$ cat src/rtl/shift_rate_controller.sv
// ============================================================================
// Module   : shift_rate_controller
// Function : Turns next/faster/slower buttons into a display mode and speed
//            level, and issues rate-controlled one-cycle shift enables.
// Revision : 1.0 - initial release
// ============================================================================
`default_nettype none

module shift_rate_controller #(
    parameter int BASE_PERIOD = 8,
    parameter int CNT_WIDTH   = 10,
    parameter int WIDTH       = 8
) (
    input  logic       clock,
    input  logic       reset,
    input  logic       next,
    input  logic       faster,
    input  logic       slower,
    input  logic       pause,
    output logic       shift_left,
    output logic       shift_right,
    output logic [2:0] level,
    output logic [1:0] mode
);

    typedef enum logic [1:0] {
        S_LEFT   = 2'b00,
        S_RIGHT  = 2'b01,
        S_BOUNCE = 2'b10,
        S_HOLD   = 2'b11
    } mode_t;

    localparam logic [CNT_WIDTH-1:0] c_base      = CNT_WIDTH'(BASE_PERIOD);
    localparam logic [CNT_WIDTH-1:0] c_one       = CNT_WIDTH'(1);
    localparam logic [2:0]           c_level_max = 3'd4;
    localparam logic [2:0]           c_level_rst = 3'd2;
    localparam int                   c_bw        = (WIDTH > 2) ? $clog2(WIDTH - 1) : 1;
    localparam logic [c_bw-1:0]      c_bounce_last = c_bw'(WIDTH - 2);

    // Previous-value registers reset high so a button held through reset
    // does not register as a press on release.
    logic r_next_prev;
    logic r_faster_prev;
    logic r_slower_prev;

    logic                 r_dir;
    logic [2:0]           r_level;
    mode_t                r_mode;
    logic [CNT_WIDTH-1:0] r_count;
    logic [c_bw-1:0]      r_bounce_cnt;
    logic                 r_shift_left;
    logic                 r_shift_right;

    logic                 w_next_edge;
    logic                 w_faster_edge;
    logic                 w_slower_edge;
    logic [2:0]           w_level_nxt;
    logic                 w_level_chg;
    mode_t                w_mode_nxt;
    logic [CNT_WIDTH-1:0] w_period_m1;
    logic                 w_wrap;
    logic                 w_tick;
    logic [CNT_WIDTH-1:0] w_count_nxt;
    logic [c_bw-1:0]      w_bounce_nxt;
    logic                 w_dir_nxt;
    logic                 w_shift_left_nxt;
    logic                 w_shift_right_nxt;

    assign w_next_edge   = next   & ~r_next_prev;
    assign w_faster_edge = faster & ~r_faster_prev;
    assign w_slower_edge = slower & ~r_slower_prev;

    // Speed level: saturating, simultaneous presses cancel out.
    always_comb begin
        w_level_nxt = r_level;
        if (w_faster_edge && !w_slower_edge && (r_level != c_level_max)) begin
            w_level_nxt = r_level + 3'd1;
        end else if (w_slower_edge && !w_faster_edge && (r_level != 3'd0)) begin
            w_level_nxt = r_level - 3'd1;
        end
    end

    assign w_level_chg = (w_level_nxt != r_level);

    always_comb begin
        w_period_m1 = c_base - c_one;
        case (r_level)
            3'd0:    w_period_m1 = (c_base << 4) - c_one;
            3'd1:    w_period_m1 = (c_base << 3) - c_one;
            3'd2:    w_period_m1 = (c_base << 2) - c_one;
            3'd3:    w_period_m1 = (c_base << 1) - c_one;
            default: w_period_m1 = c_base - c_one;
        endcase
    end

    // A restart (level or mode change) takes precedence over a coinciding wrap.
    assign w_wrap = !pause && (r_count == w_period_m1);
    assign w_tick = w_wrap && !w_level_chg && !w_next_edge;

    always_comb begin
        w_count_nxt = r_count;
        if (w_level_chg || w_next_edge) begin
            w_count_nxt = '0;
        end else if (!pause) begin
            w_count_nxt = w_wrap ? '0 : (r_count + c_one);
        end
    end

    // Mode FSM next-state and pulse generation.
    always_comb begin
        w_mode_nxt        = r_mode;
        w_bounce_nxt      = r_bounce_cnt;
        w_dir_nxt         = r_dir;
        w_shift_left_nxt  = 1'b0;
        w_shift_right_nxt = 1'b0;

        if (w_next_edge) begin
            case (r_mode)
                S_LEFT:   w_mode_nxt = S_RIGHT;
                S_RIGHT:  w_mode_nxt = S_BOUNCE;
                S_BOUNCE: w_mode_nxt = S_HOLD;
                default:  w_mode_nxt = S_LEFT;
            endcase
            w_bounce_nxt = '0;
            w_dir_nxt    = 1'b0;
        end else if (w_tick) begin
            case (r_mode)
                S_LEFT:  w_shift_left_nxt  = 1'b1;
                S_RIGHT: w_shift_right_nxt = 1'b1;
                S_BOUNCE: begin
                    w_shift_left_nxt  = !r_dir;
                    w_shift_right_nxt = r_dir;
                    if (r_bounce_cnt == c_bounce_last) begin
                        w_bounce_nxt = '0;
                        w_dir_nxt    = !r_dir;
                    end else begin
                        w_bounce_nxt = r_bounce_cnt + c_bw'(1);
                    end
                end
                default: ;
            endcase
        end
    end

    always_ff @(posedge clock or posedge reset) begin
        if (reset) begin
            r_next_prev   <= 1'b1;
            r_faster_prev <= 1'b1;
            r_slower_prev <= 1'b1;
            r_level       <= c_level_rst;
            r_mode        <= S_LEFT;
            r_count       <= '0;
            r_bounce_cnt  <= '0;
            r_dir         <= 1'b0;
            r_shift_left  <= 1'b0;
            r_shift_right <= 1'b0;
        end else begin
            r_next_prev   <= next;
            r_faster_prev <= faster;
            r_slower_prev <= slower;
            r_level       <= w_level_nxt;
            r_mode        <= w_mode_nxt;
            r_count       <= w_count_nxt;
            r_bounce_cnt  <= w_bounce_nxt;
            r_dir         <= w_dir_nxt;
            r_shift_left  <= w_shift_left_nxt;
            r_shift_right <= w_shift_right_nxt;
        end
    end

    assign shift_left  = r_shift_left;
    assign shift_right = r_shift_right;
    assign level       = r_level;
    assign mode        = r_mode;

endmodule

`default_nettype wire
$ cat config.mk
export PLATFORM = sky130hd
export DESIGN_NAME = shift_rate_controller
export DESIGN_NICKNAME = d
export VERILOG_FILES = /design/src/rtl/shift_rate_controller.sv
export SDC_FILE = /design/constraint.sdc
export NUM_CORES = 1
export LEC_CHECK = 0
export CAP_MARGIN = 5
export CORE_UTILIZATION = 25
export CTS_CLUSTER_SIZE = 28
export DETAILED_ROUTE_END_ITERATION = 8
export PLACE_DENSITY = 0.46
export SLEW_MARGIN = 20
export SYNTH_ARGS = -nofsm -noshare
export SYNTH_HDL_FRONTEND = slang
export SYNTH_SLANG_ARGS = --single-unit
$ cat constraint.sdc
create_clock -name clock -period 2.4 [get_ports clock]
set_clock_uncertainty 0.1 [all_clocks]
set_input_delay 0.36 -clock clock [delete_from_list [all_inputs] [get_ports clock]]
set_output_delay 0.36 -clock clock [all_outputs]
set_load 0.01 [all_outputs]
==> results.sh <==
export IMPL_status="complete, no violations"
export IMPL_cp_start_kind="flop"
export IMPL_cts_inserted_buffers=3
export IMPL_synth_common_cells="dfrtp_1, a21oi_1, inv_1, o21ai_0"
export IMPL_grt_util_met2_pct=21.1
export IMPL_cts_setup_buffers=0
export IMPL_gp_congestion=0.770
export IMPL_ir_drop_uv=225
export IMPL_syn_area_um2=1460
export IMPL_clk_pin_slew_ns=0.09
export IMPL_totalWireLength_um=3260
export IMPL_diodes=0
export IMPL_synth_nets=170
export IMPL_pre_cts_ws_ns=-0.0667
export IMPL_syn2layout_area_growth_pct=24.7
export IMPL_grt_pass1_vias=1237
export IMPL_synth_top_area_share_pct=34.3
export IMPL_setup_worst_path_start="level[1]"
export IMPL_critPathRequiredTime_ns=2.49
export IMPL_met3_usage_pct=1.40
export IMPL_cts_tree="done"
export IMPL_worst_slack_ns=0.108
export IMPL_ys_seq_area_share_pct=41.5
export IMPL_r2r_start="level[1]"
export IMPL_yosysWarnings=0
export IMPL_rsz0062_at_grt="no"
export IMPL_drive_gt1_share_pct=17.7
export IMPL_cp_end_kind="flop"
export IMPL_start_util_pct=26.2
export IMPL_io_buffer_count=12
export IMPL_yosys_top_cells_area="dfrtp_1, ha_1, dfstp_2, a21oi_1, o21ai_0"
export IMPL_grt_pass1_wl_um=5810
export IMPL_r2r_slack_ns=0.11
export IMPL_hold_class="primary input to async pin"
export IMPL_setup_viol=0
export IMPL_yosysMostFrequentCell="dfrtp_1"
export IMPL_rows=27
export IMPL_busiest_layer="met2"
export IMPL_crit_fanout=10
export IMPL_grtUsageTotal_pct=11.9
export IMPL_detail_route_antenna_nets=0
export IMPL_vias=1238
export IMPL_synth_edf_count=0
export IMPL_cts_sinks=24
export IMPL_cts_root_buf="clkbuf_8"
export IMPL_dp_cells=249
export IMPL_cp_arrival_ns=2.39
export IMPL_n_fill_cell=587
export IMPL_synthCells=155
export IMPL_synth_cell_types=43
export IMPL_fin_crit_sh_pct=95.5
export IMPL_drtPass1Iterations=4
export IMPL_die_h_um=78.4
export IMPL_clk_insertion_delay_late_ns=0.27
export IMPL_r2r_cells=7
export IMPL_grt_overflow=0
export IMPL_slew_violations=0
export IMPL_drc=0
export IMPL_drtIter0Drc=77
export IMPL_coreArea_um2=5570
export IMPL_grt_max_degree=25
export IMPL_holdWs_ns=0.341
export IMPL_p_leak_nw=0.736
export IMPL_antenna_found_initial=0
export IMPL_io_pins=13
export IMPL_fin_cells=253
export IMPL_die_w_um=78.4
export IMPL_clockBufferDepth=2
export IMPL_slew_headroom_pct=75.8
export IMPL_wl_per_cell_um=12.9
export IMPL_via_per_inst=4.89
export IMPL_dieArea_um2=6140
export IMPL_p_per_area_nw_per_um2=805
export IMPL_drv_cap=0
export IMPL_async_flop_share_pct=100
export IMPL_final_hold_violation_count=0
export IMPL_dpl_hpwl_um=2480
export IMPL_r2r_end="r_count[9]"
export IMPL_synth_area_leader_cell="dfrtp_1"
export IMPL_fmax_ghz=0.436
export IMPL_cts_hold_buf=0
export IMPL_syn_area_per_cell_um2=9.41
export IMPL_gr_usage_met1_pct=14.7
export IMPL_ys_ff_latch=24
export IMPL_final_nets=197
export IMPL_crit_type="flop to flop"
export IMPL_cts_max_level=1
export IMPL_synthFlopType="dfrtp_1"
export IMPL_tightest_slew_ns=0.363
export IMPL_crit_path_end="r_count[9]"
export IMPL_layout_min_cycle_time_ns=2.29
==> flip-flops by register name, summed over array words and instances, names as in the netlist <==
signal         count
shift_right        1
r_count           10
r_next_prev        1
r_slower_prev      1
mode               2
r_dir              1
r_bounce_cnt       3
r_faster_prev      1
shift_left         1
level              3
==> worst min-delay path by stage <==
stage	startpoint	slack [ns]	to
finish	reset	0.34	r_count[4]
global route	reset	0.37	r_count[4]
CTS	reset	0.35	r_count[8]
detailed placement	r_count[0]	0.41	r_count[0]
global placement	r_count[0]	0.40	r_count[0]
floorplan	faster	0.26	r_faster_prev
==> area by class of cell <==
type                       count  area, µm²  area share [%]
tap                           72       90.1            4.95
clock buffer                   4       55.1            3.03
sequential                    24        606            33.3
timing repair buffer          26        238            13.1
multi-input combinational    115        786            43.2
inverter                      12       45.0            2.48
==> worst max-delay path, cell delays in order (launching register included) <==
cell and delay [ns]:
dfstp_2 0.54, inv_1 0.06, ha_1 0.25, nand4bb_1 0.12, o21ai_1 0.10, o211a_2 0.33
or4_1 0.54, a21oi_1 0.18
==> routing by layer <==
| metal | up-vias | share of wire, % |
|---|---|---|
| met4 | 0 | 0.74 |
| met5 | - | 0 |
| met1 | 609 | 47 |
| li1 | 614 | - |
| met3 | 2 | 1.3 |
| met2 | 13 | 51 |
==> repair_timing <==
| item | in CTS | in global routing |
|---|---|---|
| gates resized for setup | 0 | 2 |
| endpoints found under the hold margin | 0 | 0 |
| endpoints found under the setup margin | 0 | 2 |
==> logic make-up (layout without fill, tap and decap cells) <==
group | after synthesis | count (layout) | share of synthesized area (%)
fa+ha+maj | 9 | 9 | 7.72
compound gates | 46 | 46 | 19.1
simple gates | 56 | 56 | 24.2
buf+inv | 16 | 42 | 4.97
flops | 24 | 24 | 41.5
xor+xnor | 3 | 3 | 1.80
mux | 1 | 1 | 0.686
==> metrics by stage <==
stage / utilization, % / setup TNS, ns / cell area (µm²) / total power [mW]
CTS: 32.5 / 0 / 1810 / 1.48
global route: 32.6 / 0 / 1820 / 1.59
finish: 32.6 / 0 / 1820 / 1.46
detailed placement: 31.6 / -0.434 / 1760 / 1.19
global placement: 31.6 / -0.0452 / 1760 / 1.16
floorplan: - / 0 / 1460 / 0.949
==> power by group <==
group,total [mW],internal [mW],switching [mW]
logic,0.654,0.316,0.338
clock network,0.280,0.146,0.133
registers,0.530,0.465,0.0655
total,1.46,0.928,0.537
==> placed cells by master (no fill, tap or decap), types with 2 or more instances in the layout <==
master,n
or3_1,5
dfstp_2,4
buf_4,13
o21a_1,3
o31ai_1,7
o21ai_0,12
or4_1,5
nand2b_1,5
xnor2_1,2
nor2_1,8
a21oi_1,15
o21ai_1,2
nand3_1,5
nor2b_1,4
clkbuf_8,4
inv_1,12
ha_1,9
nand2_1,9
dfrtp_1,20
or3_2,2
clkdlybuf4s50_1,12
(Power assumes the default switching activity.)
